File: src/rtl/exe_result_fifo.sv
// -----------------------------------------------------------------------------
// exe_result_fifo
//   First-word-fall-through FIFO that buffers execution-unit results
//   (operation code, result word, {OF,BF,PF,VF} flags) between an execution
//   unit and its consumer, with valid/ready handshakes on both sides.
//
//   Extras:
//     - o_count / o_full / o_empty occupancy indicators
//     - o_drops : saturating count of offers rejected while full
//     - o_sticky: accumulated flags of accepted pushes, present only when the
//                 macro EXE_FIFO_STICKY_EN is defined (otherwise tied to 0 and
//                 i_clr_sticky is ignored)
//
//   DEPTH must be a power of two and at least 2 so the pointers wrap for free.
// -----------------------------------------------------------------------------
module exe_result_fifo #(
  parameter int N     = 4,   // operation code width
  parameter int BITS  = 8,   // result width
  parameter int DEPTH = 4    // number of entries (power of two, >= 2)
) (
  input  logic                     i_clk,
  input  logic                     i_rst_n,
  // upstream (execution unit) side
  input  logic                     i_valid,
  output logic                     o_ready,
  input  logic [N-1:0]             i_oper,
  input  logic [BITS-1:0]          i_result,
  input  logic [3:0]               i_flags,
  // downstream side
  output logic                     o_valid,
  input  logic                     i_ready,
  output logic [N-1:0]             o_oper,
  output logic [BITS-1:0]          o_result,
  output logic [3:0]               o_flags,
  // status
  output logic [$clog2(DEPTH):0]   o_count,
  output logic                     o_full,
  output logic                     o_empty,
  output logic [7:0]               o_drops,
  input  logic                     i_clr_sticky,
  output logic [3:0]               o_sticky
);

  localparam int AW = $clog2(DEPTH);
  localparam int CW = AW + 1;

  typedef struct packed {
    logic [N-1:0]    oper;
    logic [BITS-1:0] result;
    logic [3:0]      flags;
  } entry_t;

  // ---------------------------------------------------------------------------
  // State
  // ---------------------------------------------------------------------------
  entry_t          r_mem [DEPTH];
  logic [AW-1:0]   r_wr_ptr;
  logic [AW-1:0]   r_rd_ptr;
  logic [CW-1:0]   r_count;
  logic [7:0]      r_drops;

  // ---------------------------------------------------------------------------
  // Handshake decode
  // ---------------------------------------------------------------------------
  entry_t w_in_entry;
  entry_t w_head;
  logic   w_full;
  logic   w_empty;
  logic   w_push;
  logic   w_pop;

  assign w_in_entry = '{oper: i_oper, result: i_result, flags: i_flags};

  assign w_full  = (r_count == CW'(DEPTH));
  assign w_empty = (r_count == '0);

  // Acceptance depends only on the registered occupancy, so a pop in the same
  // cycle never frees a slot for the push: no path from i_ready to o_ready.
  assign w_push = i_valid && !w_full;
  assign w_pop  = i_ready && !w_empty;

  // ---------------------------------------------------------------------------
  // Storage write: entry lands at the write pointer on every accepted push
  // ---------------------------------------------------------------------------
  // NOTE: the entry array carries no reset; occupancy is tracked by r_count and
  // the head outputs are masked while empty, so stale contents are never seen.
  always_ff @(posedge i_clk) begin
    if (w_push) begin
      r_mem[r_wr_ptr] <= w_in_entry;
    end
  end

  // ---------------------------------------------------------------------------
  // Write pointer: advances on push, wraps modulo DEPTH naturally
  // ---------------------------------------------------------------------------
  // NOTE: sequential state is assigned with non-blocking (<=) so every register
  // samples pre-edge values, independent of block ordering.
  always_ff @(posedge i_clk or negedge i_rst_n) begin
    if (!i_rst_n) begin
      r_wr_ptr <= '0;
    end else if (w_push) begin
      r_wr_ptr <= r_wr_ptr + AW'(1);
    end
  end

  // ---------------------------------------------------------------------------
  // Read pointer: advances on pop, wraps modulo DEPTH naturally
  // ---------------------------------------------------------------------------
  always_ff @(posedge i_clk or negedge i_rst_n) begin
    if (!i_rst_n) begin
      r_rd_ptr <= '0;
    end else if (w_pop) begin
      r_rd_ptr <= r_rd_ptr + AW'(1);
    end
  end

  // ---------------------------------------------------------------------------
  // Occupancy: +1 on push only, -1 on pop only, unchanged on both or neither
  // ---------------------------------------------------------------------------
  always_ff @(posedge i_clk or negedge i_rst_n) begin
    if (!i_rst_n) begin
      r_count <= '0;
    end else begin
      case ({w_push, w_pop})
        2'b10:   r_count <= r_count + CW'(1);
        2'b01:   r_count <= r_count - CW'(1);
        default: r_count <= r_count;
      endcase
    end
  end

  // ---------------------------------------------------------------------------
  // Drop counter: counts offers turned away while full, saturating at 255
  // ---------------------------------------------------------------------------
  always_ff @(posedge i_clk or negedge i_rst_n) begin
    if (!i_rst_n) begin
      r_drops <= '0;
    end else if (i_valid && w_full && (r_drops != 8'hFF)) begin
      r_drops <= r_drops + 8'd1;
    end
  end

  // ---------------------------------------------------------------------------
  // Sticky flags (optional)
  // ---------------------------------------------------------------------------
`ifdef EXE_FIFO_STICKY_EN
  logic [3:0] r_sticky;

  // Accumulate flags of accepted pushes; a clear in the same cycle as a push
  // restarts the accumulation from that push's flags.
  always_ff @(posedge i_clk or negedge i_rst_n) begin
    if (!i_rst_n) begin
      r_sticky <= '0;
    end else if (i_clr_sticky) begin
      r_sticky <= w_push ? i_flags : 4'h0;
    end else if (w_push) begin
      r_sticky <= r_sticky | i_flags;
    end
  end

  assign o_sticky = r_sticky;
`else
  // Feature absent: the clear input is deliberately left without effect.
  logic w_unused_clr_sticky;
  assign w_unused_clr_sticky = i_clr_sticky;
  assign o_sticky            = 4'h0;
`endif

  // ---------------------------------------------------------------------------
  // Outputs: head entry falls through, zeroed while empty
  // ---------------------------------------------------------------------------
  assign w_head   = r_mem[r_rd_ptr];

  assign o_oper   = w_empty ? '0 : w_head.oper;
  assign o_result = w_empty ? '0 : w_head.result;
  assign o_flags  = w_empty ? '0 : w_head.flags;

  assign o_valid  = !w_empty;
  assign o_ready  = !w_full;
  assign o_full   = w_full;
  assign o_empty  = w_empty;
  assign o_count  = r_count;
  assign o_drops  = r_drops;

endmodule

File: config.mk
export PLATFORM = sky130hd
export DESIGN_NAME = exe_result_fifo
export DESIGN_NICKNAME = d
export VERILOG_FILES = /design/src/rtl/exe_result_fifo.sv
export SDC_FILE = /design/constraint.sdc
export NUM_CORES = 1
export LEC_CHECK = 0
export CORE_MARGIN = 10
export CORE_UTILIZATION = 53
export DETAILED_ROUTE_END_ITERATION = 10
export PLACE_DENSITY = 0.89
export SLEW_MARGIN = 20
export SYNTH_ARGS = -nofsm -noshare
export SYNTH_HDL_FRONTEND = slang
export SYNTH_SLANG_ARGS = --single-unit
File: constraint.sdc
create_clock -name i_clk -period 2.75 [get_ports i_clk]
set_input_delay 0.4125 -clock i_clk [delete_from_list [all_inputs] [get_ports i_clk]]
set_output_delay 0.4125 -clock i_clk [all_outputs]
set_load 0.005 [all_outputs]
# Word-level counts from Yosys, hierarchy flattened
# Memories as Yosys holds them, arrays and structs flattened.
# Cells that the tools add are included.
# totals
ff_bits	15
latchBits	0
ram_bits	64
romBits	0
inputBits	21
output_inout_bits	35
elab_cells	28
mem_count	1
# op_classes
add_sub_neg	5
n_mul	0
div	0
magnitude_cmp	0
n_eq_ne	4
shift	0
mux	6
bitwise_logic	0
reduce_logical	8
# mem_list
memory	depth	width	read_ports	rd_clocked_by_memory_dff	write_ports	line_no	source
r_mem	4	16	1	0	1	56	entry_t r_mem [DEPTH];
# op_table
operator	n
adder 8 x 1 -> 8 bit, second input constant	1
2-to-1 mux 4 bit	2
2-to-1 mux 8 bit	1
!= test 8 bit, second input constant	1
case mux 3 bit (2 select lines)	1
adder 2 x 1 -> 2 bit, second input constant	2
logical AND 1 bit	4
adder 3 x 1 -> 3 bit, second input constant	1
== test 3 bit, second input constant	1
logical NOT 3 bit	1
subtractor 3 x 1 -> 3 bit, second input constant	1
== test 2 x 1 -> 1 bit, second input constant	1
== test 2 bit, second input constant	1
logical NOT 1 bit	2
2-to-1 mux 1 bit	2
nonzero test 2 bit	1

# Depth between registers and ports, before layout
# depth
depth_word	5
mapped_depth	11
depth_no_buf	11

# Worst setup path before layout
# Ideal clock, no wire load.
# synth_timing
path_type	reg-to-reg
from	register r_count[0] (netlist: o_count[0])
to	register r_count[2] (netlist: o_count[2])
setup_ns	0.125
arrival_ns	1.841
required_time_ns	2.625
path_slack_ns	0.784
path_stages_with_launch	10
path_buffers	1
synth_period_minus_slack_ns	1.966
path_cell_list	dfrtp_1 > or3_1 > buf_2 > and2_4 > ha_1 > inv_1 > fa_1 > xor2_1 > nor2_1 > xor2_1
# synth_via
elab_chain_len	5
elab_cells_between_ends	12
cone_classes	add/sub: 2; eq/ne: 3; mux: 1; reduce/logical: 6
# synth_rtl
item	line_no	source
start: declaration	59	logic [CW-1:0] r_count;
start signal: assignment	125	2'b10: r_count <= r_count + CW'(1);
start signal: assignment	126	2'b01: r_count <= r_count - CW'(1);
start signal: assignment	127	default: r_count <= r_count;
logical NOT 3 bit *	75	assign w_empty = (r_count == '0);
logical NOT 1 bit *	80	assign w_pop = i_ready && !w_empty;
logical AND 1 bit *	80	
named net w_pop	70	logic w_pop;
== test 2 x 1 -> 1 bit / == test 2 bit (equally long branches)	124	case ({w_push, w_pop})
case mux 3 bit (2 select lines) / nonzero test 2 bit (equally long branches)	--	
# The timed path passes the listed nets; every way through them passes the cells marked *.
# A chain may end at the register's enable or synchronous reset.

# Worst setup path after layout
# layout_timing
from	register r_count[0] (netlist: o_count[0])
to	output port o_flags[0]
# layout_via
elab_chain_len	2
# layout_rtl
item	line_no	source
logical NOT 3 bit	75	
2-to-1 mux 4 bit	176	assign o_flags = w_empty ? '0 : w_head.flags;
end: declaration	34	output logic [3:0] o_flags,
# No other way between the ends.

==> impl_summary.txt <==
----------------------------------------------------
[Synth]
  Share of the yosys chip area belonging to registers ... between 60% and 70%
  Cell count after synthesis ... 185
  Top flip-flop cell by instance count after synthesis ... sky130_fd_sc_hd__edfxtp_1
  Synth warn ... 0
  Cell types occupying the most area after synthesis ... sky130_fd_sc_hd__edfxtp_1 (57%), sky130_fd_sc_hd__dfrtp_1 (11%), sky130_fd_sc_hd__mux4_1 (6.3%), sky130_fd_sc_hd__mux4_2 (5.4%), sky130_fd_sc_hd__and2_1 (4.1%)
  Summed instance area of the synthesized netlist ... roughly 3300 um2
  Mean instance size in the synthesized netlist ... approximately 18 um2
  Library cell occupying the most area in the post-synthesis netlist ... sky130_fd_sc_hd__edfxtp_1
  Distinct cells, synth ... 34
  Flop and latch count out of synthesis ... 79
  Post-synth top area share ... a little under three fifths
  Top cells by instance count after synthesis ... sky130_fd_sc_hd__edfxtp_1 (64), sky130_fd_sc_hd__and2_1 (22), sky130_fd_sc_hd__dfrtp_1 (15)
  Ys async rst share ... between 10% and 20%
  Number of synthesized flops with an enable pin ... between 60 and 70
  Most common cell in the synthesized netlist ... sky130_fd_sc_hd__edfxtp_1

[Run status]
  Result of the run ... complete, no violations

[Global route]
  Total congestion overflow after global routing ... 0
  Met2 usage ... a little over a fifth
  Total routing resource utilization after global routing ... 13.3%
  Initial antenna violation count ... 0
  Met3 Usage GRT ... under 10%
  Met1 demand-to-capacity share in global routing ... roughly 15%
  Maximum number of pins on one net before global-route repair ... 21
  Number of global-route vias before repair ... 1887
  Most congested layer reported by global routing ... met2
  Global-route wire length before repair ... 9.98 mm

[Die]
  Chip width ... roughly 99 um
  Standard-cell row count ... 28
  Vertical die dimension ... 99.5 um
  Initial standard-cell utilization of the core ... 55.5%
  Core area ... roughly 6000 um2
  Die area ... 9890 um2
  Count of boundary I/O pins ... between 50 and 60

[STA]
  Final number of setup-violating endpoints ... 0
  Shortest period the worst path allows ... 2.60 ns
  Final cycle utilization of the critical path ... approximately 94%
  Final critical-path setup slack ... about 0.15 ns
  Setup TNS Final ... 0 ns
  Least-Margin Pin Slew ... between 0.6 and 0.7 ns
  Max-slew headroom at the worst pin ... between 50% and 60%
  Number of hold-slack violations in the final timing report ... 0
  Number of max-slew violations in the final report ... 0
  Setup repair after global routing missed its margin ... no
  Clk_skew ... 0.0101 ns
  FMAX ... just under 400 MHz

[Clocking]
  Root buffer cell ... sky130_fd_sc_hd__clkbuf_8
  Post-CTS Hold Fix Bufs ... 0
  Sink count of the clock tree ... between 70 and 80
  TritonCTS buffer count ... 9
  Clock transition at the registers of the reported paths ... about 0.08 ns
  Clock latency on the worst-skew pair ... roughly 0.35 ns
  Number of levels the H-tree was split into ... 3
  Clock tree buffer depth ... 2
  TritonCTS clock tree ... built
  Cts repair resizes ... 0
  Post-CTS setup buffer count ... 0

[Routing]
  Routed wire length per instance ... ~19 um
  DRC viols ... 0
  Total detailed-routing wirelength ... about 6.2 mm
  Vias ... 1776
  Drt first pass iters ... 4
  Via/cell ratio ... between 5 and 6
  Residual antenna-violating net count after detailed routing ... 0
  First-iteration detailed-routing DRC count ... 87

[Placement]
  Cell Count Post-Placement ... about 310
  Post-Place Worst Slack ... approximately 0.39 ns
  Routability congestion estimate from global placement ... 0.758
  Number of port buffers ... 50
  HPWL reported at the end of detailed placement ... between 4 and 5 mm

[Layout]
  # fillers ... about 400
  FF/Latch Area ... 2300 um2
  Area growth from synthesis to layout ... 22.9%
  NumNets Final ... about 270
  Fraction of the core area covered by cells at the end of the flow ... 68.3%
  Footprint of the multi-input gates ... between 900 and 1000 um2
  Share of post-route cells with drive strength above 1 ... between 10% and 20%
  Number of diodes ... 0
  Non-filler instance count after layout ... ~320

[Setup path]
  CP max FO ... 20
  Critical path required time ... ~2.3 ns
  Critical Path, Cell by Cell ... or3_1, and2_1, clkdlybuf4s50_1
  Nature of the critical path startpoint ... register
  Crit end category ... output port
  Worst Path Class, Setup ... reg2out
  Slowest CP cell ... sky130_fd_sc_hd__or3_1
  Delay contributed by the slowest stage of the critical path ... about 0.67 ns
  Worst endpoint data arrival time ... around 2.2 ns

[Hold path]
  Worst min path class ... in2async

[Power and ir drop]
  Power density of the placed cells ... between 1000 and 1500 nW/um2
  Static leakage ... between 1.5 and 2 nW
  IR Drop Worst-Case VDD ... ~0.62 mV

[Flow run]
  Maxcap violations ... 0

----------------------------------------------------
[final timing paths]
check	startpoint	to	slack, ns	cells past startpoint
setup / recovery	o_count[0]	o_flags[0]	0.15	3
hold / removal	i_rst_n	o_drops[5]	0.48	1
setup reg to reg	o_count[2]	o_count[2]	0.40	8
hold reg to reg	o_drops[0]	o_drops[0]	0.53	1
max in group asynchronous	i_rst_n	o_drops[7]	1.83	1
min in group i_clk	o_drops[0]	o_drops[0]	0.53	1
[worst max-delay path, delay by kind of cell (launching register included)]
| family | cells | cell delay [ns] |
|---|---|---|
| and+or+nand+nor | 2 | 0.95 |
| buffers and inverters | 1 | 0.46 |
| DFF | 1 | 0.43 |
[power by group]
part	leakage [nW]	internal [mW]	switching [mW]	total, mW
logic	0.640	0.986	0.665	1.65
registers	0.774	1.59	0.145	1.73
clock network	0.0900	0.339	0.433	0.772
[registers in the layout (all words and copies together) (netlist names)]
name,cells
r_wr_ptr,2
o_drops,8
r_mem,64
o_count,3
r_rd_ptr,2
[cell families after synthesis]
family,count (synthesis),share of synthesized area (%)
flops,79,68.6
simple gates,40,7.40
mux,24,14.3
buf+inv,21,3.74
fa+ha+maj,7,2.84
xor+xnor,7,1.83
compound gates,6,1.12
other cells,1,0.112
[placed cells by master, fill, tap and decap left out, drive strengths merged]
cell and n:
clkdlybuf4s50 50, nand2 2, o21a 1, a21oi 1, edfxtp 64, and2 23
nand3 5, and4bb 1, mux2i 1, dfrtp 15, and3 1, nor2b 1
xnor2 4, a31oi 1, nor2 1, buf 6, clkbuf 9, o21ai 3
inv 14, nand2b 1, ha 6, clkinvlp 1, conb 4, mux4 16
fa 1, or3 1, mux2 7, nand4 4, clkinv 2, xor2 3
[through the flow]
step                      instance area, um2  hold slack, ns  total power, mW
final                                   4110           0.482             4.16
after global routing                    4110           0.513             4.44
after CTS                               4110           0.493             4.22
after detailed placement                3940           0.515             3.44
after global placement                  3940           0.504             3.36
after floorplan                         3360           0.117             2.63
[layer usage]
layer	wire, um	up-vias
met5	0	-
met4	130	0
met3	462	10
met2	3140	65
met1	2510	891
li1	-	810
[area by class of cell]
type,count,share of cell area [%]
clock buffers,9,3.01
clock inverters,7,1.31
inverters,10,0.913
multi-input cells,88,22.8
flip-flops and latches,79,55.9
well taps,75,2.28
repair buffers,56,13.9
No activity file was read; power rests on OpenSTA's default activity.
==> patch 1, RTL diff (same flow settings) <==
Add a define of `EXE_FIFO_STICKY_EN`.
--- a/src/rtl/exe_result_fifo.sv
+++ b/src/rtl/exe_result_fifo.sv
@@ -14,4 +14,6 @@
 //   DEPTH must be a power of two and at least 2 so the pointers wrap for free.
 // -----------------------------------------------------------------------------
+`define EXE_FIFO_STICKY_EN
+
 module exe_result_fifo #(
   parameter int N     = 4,   // operation code width
Formal check against the unedited RTL: not equivalent (Yosys sat finds a counterexample within 4 cycles, from zero or initial values and one cycle with i_rst_n low).
==> patch 1 against the original RTL <==
- synthesized area grew 2.4%
- total power grew 5.9%
- critical endpoint is now o_oper[2]
- largest cell class unchanged
- cell area grew 5.1%
- wire length grew 4.7%
- sequential cell count grew 4
- core utilization grew 0.20 points
- setup slack lost 0.0020 ns
==> patch 1: results (changes against the original RTL) <==
global-route wire length before repair - 10510 um (was 9984 um)
WL met1 - 2695 um (was 2512 um)
DP Cell Count - 323 (was 308)
clk pwr - 0.904 mW (was 0.772 mW)
placed inst area - 0.004113 mm^2 (was 0.003935 mm^2)
clock skew - 0.008629 ns (was 0.01011 ns)
share of layout cells above drive strength 1 - 14.89% (was 15.66%)
CP Capture Point - o_oper[2] (was o_flags[0])
DP HPWL - 4747 um (was 4305 um)
Synth top cells by count - edfxtp_1 (64), and2_1 (21), dfrtp_1 (19), inv_1 (10) (was edfxtp_1 (64), and2_1 (22), dfrtp_1 (15), inv_1 (10))
grt met3 use - 3.434% (was 5.052%)
peak supply drop - 0.6151 mV (was 0.6250 mV)
number of vias per cell - 5.351 (was 5.481)
Synth async-reset ratio - 22.89% (was 18.99%)
worst-path maximum fanout - 8 (was 20)
Routed WL per cell - 19.28 um (was 19.26 um)
Clk pwr share - 20.5% (was 18.6%)
DRT iter0 DRCs - 81 (was 87)
sequential fraction of the synthesis area - 69.93% (was 68.64%)
worst hold slack - 0.5151 ns (was 0.4816 ns)
total sequential power - 1.83 mW (was 1.73 mW)
run status - complete, no violations (unchanged)
Critical Path Source - r_rd_ptr[0]$_DFFE_PN0P_ (was o_count[0]$_DFFE_PN0P_)
routability congestion estimate - 0.7054 (was 0.7577)
met2 wire length - 3368 um (was 3135 um)
slowest stage delay, CP - 0.52 ns (was 0.67 ns)
R2R Setup Slk - 0.37 ns (was 0.40 ns)
non-filler cells, final - 339 (was 324)
DR WL met3 - 325 um (was 462 um)
DP Worst Slack - 0.3529 ns (was 0.3944 ns)
worst slew pin tran - 0.9265 ns (was 0.6860 ns)
GR Util All Layers - 13.50% (was 13.33%)
vias in the first global route - 2060 (was 1887)
Unique masters post-synth - 34 (unchanged)
Hold Crit Class - reg2reg (was in2async)
CP max stage cell - mux4_2 (was or3_1)
Psw - 1.213 mW (was 1.243 mW)
port buffer count - 55 (was 50)
Max H-tree Level - 3 (unchanged)
Total Nets Final - 285 (was 272)
Static Leak - 1.608 nW (was 1.504 nW)
GRT met1 Usage - 15.44% (was 14.71%)
==> patch 1: timing repair <==
item,4_1_cts,5_1_grt
buffers inserted,0,0
gates resized for setup,0,1
endpoints found under the setup margin,0,10
==> patch 1: worst register-to-register path, stage by stage (launching register included) <==
cell	delay [ns]
dfrtp_1	0.43
or3_1	0.55
and2_4	0.29
ha_1	0.19
inv_1	0.06
fa_1	0.37
xor2_1	0.15
nor2_1	0.11
xor2_1	0.15
==> patch 1: logic make-up (layout without fill, tap and decap cells) <==
family,after synthesis,after routing,share of synthesized area (%)
XOR/XNOR,11,11,2.810
buffers and inverters,18,94,2.847
AO/OA/AOI/OAI,10,10,2.190
adder cells (fa/ha/maj),7,7,2.774
flip-flops,83,83,69.93
multiplexers,20,20,12.66
AND/OR/NAND/NOR,37,37,6.789
==> patch 1: final cells by class <==
class,count,area [um^2]
timing repair buffer,68,648.1
sequential,83,2399
inverter,10,37.54
multi-input combinational,85,933.4
clock inverter,6,80.08
fill,420,1992
clock buffer,10,127.6
tap,77,96.34
==> patch 2, RTL diff (same settings) <==
Made on the original files. Put a register stage on the output `o_flags`. The value now appears one clock later. The other outputs are not delayed to match.
--- a/src/rtl/exe_result_fifo.sv
+++ b/src/rtl/exe_result_fifo.sv
@@ -174,5 +174,7 @@
   assign o_oper   = w_empty ? '0 : w_head.oper;
   assign o_result = w_empty ? '0 : w_head.result;
-  assign o_flags  = w_empty ? '0 : w_head.flags;
+  always_ff @(posedge i_clk) begin
+    o_flags <= w_empty ? '0 : w_head.flags;
+  end
 
   assign o_valid  = !w_empty;
Formal check against the unedited RTL: not equivalent (a bounded check fails within 4 cycles, from zero or initial values and one cycle with i_rst_n low).
==> patch 2 against the original RTL <==
- sequential cell count is 4 higher
- global-route usage is 0.40 points lower
- highest routed layer unchanged
- setup slack worse by 0.049 ns
- cell area is 3.1% higher
- fmax is 1.9% lower
- count of clock-buffer cells in the layout is 2 higher
- total power is 4.8% higher
- clock power is 20% higher
- wire length is 1.9% lower
- cell count is 3.1% higher
- critical endpoint is now o_result[2]
- hold slack worse by 0.021 ns
- synthesized area is 2.0% higher
- die area is 1.6% higher
==> patch 2: results (changes against the original RTL) <==
run status - complete, no violations (unchanged)
grt met2 use - 20.77% (was 21.54%)
Post-Synth Adder-Cell Area - 2.785% (was 2.841%)
peak supply drop - 0.5854 mV (was 0.6250 mV)
vias in the first global route - 1911 (was 1887)
Layout non-clock buf frac - 13.92% (was 13.87%)
Detailed Routing Iterations Pass 1 - 5 (was 4)
largest net degree at the start of global routing - 18 (was 21)
grt met3 use - 4.396% (was 5.052%)
placed inst area - 0.004033 mm^2 (was 0.003935 mm^2)
slowest stage delay, CP - 0.57 ns (was 0.67 ns)
Reg power frac - 41.6% (was 41.7%)
post-route cell area - 0.004242 mm^2 (was 0.004113 mm^2)
Seq/total area - 56.05% (was 55.86%)
clock skew - 0.006725 ns (was 0.01011 ns)
Total Nets Final - 280 (was 272)
DR WL met3 - 394 um (was 462 um)
DRT Wirelength - 6123 um (was 6240 um)
worst-path maximum fanout - 11 (was 20)
Buffers, non-clock - 62 (was 56)
share of layout cells above drive strength 1 - 15.56% (was 15.66%)
Synth top cells by count - edfxtp_1 (64), and2_1 (21), dfrtp_1 (15), inv_1 (9) (was edfxtp_1 (64), and2_1 (22), dfrtp_1 (15), inv_1 (10))
Seq Cell Count - 83 (was 79)
CLK BUF - 11 (was 9)
Unique masters post-synth - 37 (was 34)
patch 2: worst paths after layout:
kind,startpoint,end,slack [ns],cells after the start
min in group i_clk,o_drops[7]$_DFFE_PN0P_,o_drops[7]$_DFFE_PN0P_,0.51,1
setup / recovery,o_count[0]$_DFFE_PN0P_,o_result[2],0.10,4
max in group asynchronous,i_rst_n,r_wr_ptr[0]$_DFFE_PN0P_,1.86,1
hold reg to reg,o_drops[7]$_DFFE_PN0P_,o_drops[7]$_DFFE_PN0P_,0.51,1
hold / removal,i_rst_n,o_drops[6]$_DFFE_PN0P_,0.46,1
setup reg to reg,o_count[0]$_DFFE_PN0P_,o_count[2]$_DFFE_PN0P_,0.60,8
patch 2: kinds of logic after synthesis:
family          count (synthesis)
compound gates                  6
xor+xnor                       10
fa+ha+maj                       7
buf+inv                        19
flops                          83
mux                            21
other cells                     1
simple gates                   39
